[config.mk]
export PLATFORM = sky130hd
export DESIGN_NAME = alu_program_sequencer
export DESIGN_NICKNAME = d
export VERILOG_FILES = /design/src/rtl/alu_program_sequencer.sv
export SDC_FILE = /design/constraint.sdc
export NUM_CORES = 1
export LEC_CHECK = 0
export CORE_UTILIZATION = 50
export DETAILED_ROUTE_END_ITERATION = 6
export DONT_BUFFER_PORTS = 1
export GPL_ROUTABILITY_DRIVEN = 0
export SYNTH_ARGS = -nofsm -noshare
export SYNTH_HDL_FRONTEND = slang
export SYNTH_SLANG_ARGS = --single-unit
export TNS_END_PERCENT = 10
[constraint.sdc]
create_clock -name clk -period 4 [get_ports clk]
set_input_delay 1.2 -clock clk [delete_from_list [all_inputs] [get_ports clk]]
set_output_delay 1.2 -clock clk [all_outputs]
set_load 0.005 [all_outputs]
[src/rtl/alu_program_sequencer.sv]
// Microprogram sequencer feeding the 4-bit accumulator ALU: holds a 16-entry
// {opcode,operand} program and issues one instruction per clock, with JNZ/HALT control opcodes.
module alu_program_sequencer #(
    parameter int DEPTH          = 16,
    parameter int MAX_STEPS      = 255,
    parameter bit CLEAR_ON_START = 1'b1
) (
    input  logic       clk,
    input  logic       rst,
    input  logic       prog_we,
    input  logic [3:0] prog_addr,
    input  logic [7:0] prog_wdata,
    input  logic       start,
    input  logic       abort,
    input  logic [3:0] alu_c,
    output logic [3:0] alu_opcode,
    output logic [3:0] alu_a,
    output logic       busy,
    output logic       done,
    output logic       err,
    output logic [3:0] result,
    output logic [3:0] pc
);

    localparam logic [3:0] OP_NOP   = 4'b0000;
    localparam logic [3:0] OP_JNZ   = 4'b0101;
    localparam logic [3:0] OP_HALT  = 4'b0110;
    localparam logic [3:0] OP_RESET = 4'b1111;
    localparam logic [3:0] LAST_PC  = 4'(DEPTH - 1);
    localparam logic [7:0] STEP_LIM = 8'(MAX_STEPS);

    typedef enum logic [1:0] {S_IDLE, S_CLR, S_RUN} state_t;

    state_t     r_state, w_nxt_state;
    logic [7:0] r_mem [DEPTH];
    logic [3:0] r_pc, w_nxt_pc;
    logic [7:0] r_steps, w_nxt_steps;
    logic [3:0] r_opc, w_nxt_opc;
    logic [3:0] r_a, w_nxt_a;
    logic       r_done, w_nxt_done;
    logic       r_err, w_nxt_err;
    logic [3:0] r_result, w_nxt_result;
    logic       r_hpend, w_nxt_hpend;   // entry 15 executed: halt on the next edge

    logic [7:0] w_instr;
    logic [3:0] w_op;
    logic [3:0] w_arg;

    assign w_instr = r_mem[r_pc];
    assign w_op    = w_instr[7:4];
    assign w_arg   = w_instr[3:0];

    always_ff @(posedge clk or negedge rst) begin
        if (!rst) begin
            for (int i = 0; i < DEPTH; i++) r_mem[i] <= 8'h60;
        end else if (r_state == S_IDLE && prog_we) begin
            r_mem[prog_addr] <= prog_wdata;
        end
    end

    always_ff @(posedge clk or negedge rst) begin
        if (!rst) r_state <= S_IDLE;
        else      r_state <= w_nxt_state;
    end

    always_comb begin
        w_nxt_state  = r_state;
        w_nxt_pc     = r_pc;
        w_nxt_steps  = r_steps;
        w_nxt_opc    = r_opc;
        w_nxt_a      = r_a;
        w_nxt_done   = 1'b0;
        w_nxt_err    = r_err;
        w_nxt_result = r_result;
        w_nxt_hpend  = r_hpend;
        case (r_state)
            S_IDLE: begin
                if (start) begin
                    w_nxt_pc    = 4'd0;
                    w_nxt_steps = 8'd0;
                    w_nxt_err   = 1'b0;
                    w_nxt_hpend = 1'b0;
                    w_nxt_a     = 4'd0;
                    if (CLEAR_ON_START) begin
                        w_nxt_state = S_CLR;
                        w_nxt_opc   = OP_RESET;
                    end else begin
                        w_nxt_state = S_RUN;
                        w_nxt_opc   = OP_NOP;
                    end
                end
            end
            S_CLR: begin
                w_nxt_opc   = OP_NOP;
                w_nxt_a     = 4'd0;
                w_nxt_state = abort ? S_IDLE : S_RUN;
            end
            S_RUN: begin
                w_nxt_opc = OP_NOP;
                w_nxt_a   = 4'd0;
                if (abort) begin
                    w_nxt_state = S_IDLE;
                    w_nxt_hpend = 1'b0;
                end else if (r_hpend || w_op == OP_HALT) begin
                    w_nxt_state  = S_IDLE;
                    w_nxt_result = alu_c;
                    w_nxt_done   = 1'b1;
                    w_nxt_hpend  = 1'b0;
                end else if (r_steps == STEP_LIM) begin
                    w_nxt_state  = S_IDLE;
                    w_nxt_result = alu_c;
                    w_nxt_done   = 1'b1;
                    w_nxt_err    = 1'b1;
                end else begin
                    w_nxt_steps = r_steps + 8'd1;
                    if (w_op == OP_JNZ && alu_c != 4'd0) begin
                        w_nxt_pc = w_arg;
                    end else begin
                        if (w_op != OP_JNZ) begin
                            w_nxt_opc = w_op;
                            w_nxt_a   = w_arg;
                        end
                        // No wrap past the last entry: finish with an implicit halt
                        if (r_pc == LAST_PC) w_nxt_hpend = 1'b1;
                        else                 w_nxt_pc    = r_pc + 4'd1;
                    end
                end
            end
            default: w_nxt_state = S_IDLE;
        endcase
    end

    always_ff @(posedge clk or negedge rst) begin
        if (!rst) begin
            r_pc     <= 4'd0;
            r_steps  <= 8'd0;
            r_opc    <= OP_NOP;
            r_a      <= 4'd0;
            r_done   <= 1'b0;
            r_err    <= 1'b0;
            r_result <= 4'd0;
            r_hpend  <= 1'b0;
        end else begin
            r_pc     <= w_nxt_pc;
            r_steps  <= w_nxt_steps;
            r_opc    <= w_nxt_opc;
            r_a      <= w_nxt_a;
            r_done   <= w_nxt_done;
            r_err    <= w_nxt_err;
            r_result <= w_nxt_result;
            r_hpend  <= w_nxt_hpend;
        end
    end

    assign alu_opcode = r_opc;
    assign alu_a      = r_a;
    assign busy       = (r_state != S_IDLE);
    assign done       = r_done;
    assign err        = r_err;
    assign result     = r_result;
    assign pc         = r_pc;

endmodule

Word level (Yosys, flattened, before mapping)
Cells that the tools add are included.
Widths: inputs -> output; s select.
{"block": "word_totals", "input_bits": 21, "ff_bits": 157, "out_inout_bits": 19}
{"block": "classes", "muxes": 54, "reduce_logical": 17, "eq_ne": 17, "order_cmp": 3, "bitwise": 3, "n_addsub": 2}
{"operator": "$bwmux 128", "count": 1}
{"operator": "$mux 4", "count": 19}
{"operator": "$mux 8", "count": 7}
{"operator": "$bmux 8 s4", "count": 1}
{"operator": "$demux 8 s4", "count": 1}
{"operator": "$pmux 4 s3", "count": 2}
{"operator": "$ne 4x4->1 const B", "count": 4}
{"operator": "$pmux 8 s2", "count": 1}
{"operator": "$reduce_and 5->1", "count": 3}
{"operator": "$mux 1", "count": 13}
{"operator": "$ge 5x5->1 const B", "count": 2}
{"operator": "$mux 2", "count": 5}
{"operator": "$ne 2x2->1 const B", "count": 5}
{"operator": "$not 4->5", "count": 2}
{"operator": "$add 8x1->8 const B", "count": 1}
{"operator": "$eq 4x3->1 const B", "count": 2}
{"operator": "$eq 8x8->1 const B", "count": 1}
{"operator": "$pmux 4 s2", "count": 1}
{"operator": "$pmux 2 s3", "count": 1}
{"operator": "$reduce_and 6->1", "count": 1}
{"operator": "$reduce_bool 2->1", "count": 3}
{"operator": "$lt 5x1->1 const B", "count": 1}
{"operator": "$add 4x1->4 const B", "count": 1}
{"operator": "$eq 4x4->1 const B", "count": 1}
{"operator": "other kinds (13)", "count": 17}

Depth between registers and ports, before layout
{"block": "depth", "ltp_word": 11, "depth_mapped": 11, "ltp_nobuf": 7}

Worst setup path before layout
Ideal clock, no wire load.
{"block": "synth_path", "path_type": "input port to flip-flop", "start": "input prog_we", "end": "register r_mem[24] (netlist bit)", "cell_stages": 5, "setup_ps": 125, "arrival_ps": 2460, "n_path_buf": 1, "slack_ps": 1415, "path_cell_list": "nand2_1 > or3_1 > clkbuf_1 > nor2_1 > mux2_2"}
{"block": "synth_via", "elab_chain_cells": 1}
{"element": "start: declaration", "line": "10", "rtl": "input logic prog_we,"}
{"element": "$logic_and 1x1->1", "line": "56", "rtl": "end else if (r_state == S_IDLE && prog_we) begin"}
{"element": "end signal: indexed assignment", "line": "57", "rtl": "r_mem[prog_addr] <= prog_wdata;"}
{"element": "end: declaration", "line": "35", "rtl": "logic [7:0] r_mem [DEPTH];"}
Every way passes these cells.
A chain may end at the register's enable or synchronous reset.

Worst setup path in the final report
{"block": "layout_path", "start": "register r_pc[0] (netlist: pc[0])", "end": "register r_pc[0] (netlist: pc[0])"}
{"block": "layout_via", "elab_chain_cells": 11, "elab_cells_between_ends": 19, "classes_between": "add/sub (1); eq/ne (5); mux (9); bitwise (1); reduce/logical (3)"}
{"element": "start: declaration", "line": "36", "rtl": "logic [3:0] r_pc, w_nxt_pc;"}
{"element": "start signal: assignment", "line": "144", "rtl": "r_pc <= w_nxt_pc;"}
{"element": "$not 4->5 (not written as such)", "line": "49", "rtl": "assign w_instr = r_mem[r_pc];"}
{"element": "$bmux 8 s4", "line": "49"}
{"element": "$mux 8 (not written as such) (2 in series)", "line": "49"}
{"element": "$eq 4x3->1", "line": "116", "rtl": "if (w_op == OP_JNZ && alu_c != 4'd0) begin"}
{"element": "$logic_and 1x1->1", "line": "116"}
{"element": "$mux 4", "line": "116"}
{"element": "$mux 4", "line": "109", "rtl": "end else if (r_steps == STEP_LIM) begin"}
{"element": "$mux 4", "line": "104", "rtl": "end else if (r_hpend || w_op == OP_HALT) begin"}
{"element": "$mux 4", "line": "101", "rtl": "if (abort) begin"}
{"element": "$pmux 4 s2", "line": "76", "rtl": "case (r_state)"}
Several ways; a longest one is shown, not always the timed one. The select of a mux whose other input is x is not followed.

==> impl_metrics.toml <==
[outcome]
status = "finished, final reports clean"

[setup_path]
rr_worst_depth = 8
worstPathCellList = "buf_4, mux4_2, a22oi_2, nand3_2, nor2_2, or4b_1, a22o_1, o2bb2ai_1"
cp.required_ns = 4.29
startpoint_type = "flip-flop"
path_max_fanout = 12
path_buf_inv = 1
cp.depth = 8
end_kind = "flip-flop"
worst_path_max_delay_cell = "or4b_1"
critical_path_class = "flip-flop to flip-flop"
max_stage_delay_ns = 0.65
crit_family = "simple AND/OR/NAND/NOR gates"
arrival_ns = 3.44

[layout]
stdcell_count = 739
area_growth_pct = 11.3
drive_gt1_frac = 0.418
final.fill_count = 1161
nets = 565
post-route-util = 0.567
diodes = 0

[placed_design]
portBuffers = 0
place_inst = 707
place_ws_ns = 0.884
dpl.hpwl_mm = 11.2

[clock_network]
clk_path_buf_depth = 2
numCtsBuffers = 17
clk_pin_slew_worst_paths_ns = 0.06
clock_latency_ns = 0.42
cts_sinks = 157
cts_resized = 0
cts_root_buffer = "clkbuf_16"
postCtsSetupRepairBufs = 0
cts_tree = "done"
cts_hold_buf = 0
cts_max_level = 4

[yosys]
synth_top_area_frac = 0.424
yosys_most_used_dff = "dfrtp_1"
yosysWarnings = 0
synthTopCellsByArea = "dfrtp_1, mux2_2, dfstp_2, mux4_2, mux2i_1"
yosysUniqueCellTypes = 50
synth_fp_nets = 561
synth_edf_count = 0
yosysTopAreaCell = "dfrtp_1"
netlist_area_sq_um = 7380
synthCells = 538
ys_ff_latch = 157
avgSynthCellArea_sq_um = 13.7
ys_seq_area_frac = 0.538
async_flop_share = 1.00

[grt]
antenna_found_initial = 0
grt_overflow = 0
grt_pass1_vias = 4630
grt_usage = 0.236
grt_max_degree = 158
grt_pass1_wl_mm = 26.4

[worst_hold_path]
hp-class = "input port to async pin"

[power_and_ir_drop]
p_switching_mw = 1.26
swShare = 0.254
p_leak_nw = 3.49
power_density_nw_per_um2 = 602
combPwrFrac = 0.191
ir_worst_vdd_mv = 0.326
p_clk_frac = 0.350
p_int_mw = 3.69
seq_power_share = 0.459

[routing]
wl_per_cell_um = 22.4
wirelength_mm = 16.5
first_iter_violations = 247
drt-vias-per-instance = 6.11
via_count = 4515
drc = 0
ant_nets = 0
drt-pass1-iter-count = 5

[sta]
fmax_mhz = 317
min_period_ns = 3.16
setup-tns-final_ns = 0
final_max_slew_viol_count = 0
setup_violations = 0
tightest_slew_ns = 0.911
skew_ns = 0.00656
worst_slack_ns = 0.843
hold_viol_final = 0
finalCritPeriodShare = 0.789
rsz0062_at_grt = "false"
relSlewSlack = 0.390

[die]
chipWidth_um = 123
io_pins = 40
chipHeight_um = 123
core.rowCount = 44
initial_core_util = 0.510
dieArea_sq_um = 15200
coreArea_sq_um = 14500

[job]
drv_cap = 0
==> flip-flops by register name (all words and copies together) (netlist names) <==
signal,cells
alu_opcode,4
err,1
done,1
r_mem,128
pc,4
r_state,2
alu_a,4
r_hpend,1
result,4
r_steps,8
==> kinds of logic (layout without fill, tap and decap cells) <==
family | after synthesis | count (layout) | share of synthesized area
simple gates | 93 | 93 | 0.0646
xor+xnor | 1 | 1 | 0.00119
fa+ha+maj | 2 | 2 | 0.00339
flops | 157 | 157 | 0.538
buf+inv | 36 | 53 | 0.0226
compound gates | 69 | 69 | 0.0672
mux | 180 | 180 | 0.303
==> stage by stage <==
stage	area, sq um	total power [mW]	hold slack, ns
after floorplan	7380	3.01	0.445
after global placement	7570	3.19	0.469
after detailed placement	7570	3.24	0.482
after CTS	8210	4.98	0.464
after global routing	8210	5.18	0.453
final	8210	4.94	0.479
==> cell usage in the layout (no fill, tap or decap), drive strengths merged, types with 6 or more instances in the layout <==
cell,Yosys,layout
dfrtp,125,125
mux2i,28,28
clkinv,0,6
o21ai,11,11
o221ai,8,8
mux2,132,132
nand3,20,20
nand2,23,23
a21oi,12,12
dfstp,32,32
nor2,18,18
nand2b,6,6
o211ai,6,6
mux4,20,20
inv,7,7
clkbuf,17,22
buf,12,14
nor2b,6,6
==> worst paths after layout <==
check                             end  startpoint  slack [ns]
max in group asynchronous   r_mem[45]         rst        3.27
min in group clk           r_mem[100]  r_mem[100]        0.50
min reg2reg                r_mem[100]  r_mem[100]        0.50
max                             pc[0]       pc[0]        0.84
min                         r_mem[87]         rst        0.48
max reg2reg                     pc[0]       pc[0]        0.84
==> routing by layer <==
metal | vias up | global-route usage | part of all wire
li1 | 2024 | - | -
met1 | 2364 | 0.328 | 0.47
met2 | 108 | 0.361 | 0.47
met3 | 19 | 0.0627 | 0.047
met4 | 0 | 0.0723 | 0.016
met5 | - | 0 | 0
==> area by class of cell <==
class                      count  area (sq um)  area share
clock buffer                  22           474      0.0578
clock inverter                10           161      0.0197
inverter                       7          26.3     0.00320
multi-input combinational    345          3240       0.395
sequential                   157          3970       0.484
tap                          184           230      0.0280
timing repair buffer          14           105      0.0128
==> cells in the mapped netlist, types with 8 or more instances <==
master / n
a21oi_1: 12
clkbuf_1: 17
dfrtp_1: 125
dfstp_2: 32
mux2_2: 131
mux2i_1: 28
mux4_2: 15
nand2_1: 23
nand3_1: 19
nor2_1: 17
o21ai_0: 11
o221ai_1: 8
==> power groups by stage <==
stage          registers, mW  clock network [mW]  logic (mW)
3_3_place_gp            2.28                   0       0.917
5_1_grt                 2.32                1.83        1.03
3_5_place_dp            2.29                   0       0.947
2_1_floorplan           2.20                   0       0.809
4_1_cts                 2.27                1.76       0.950
6_report                2.27                1.73       0.945
==> worst reg2reg max path, delay by kind of cell (launching register included) <==
kind	cells	cell delay [ns]
flops	1	0.57
simple gates	3	0.95
buf+inv	1	0.33
mux	1	0.55
compound gates	3	0.65
(Power assumes the default switching activity.)
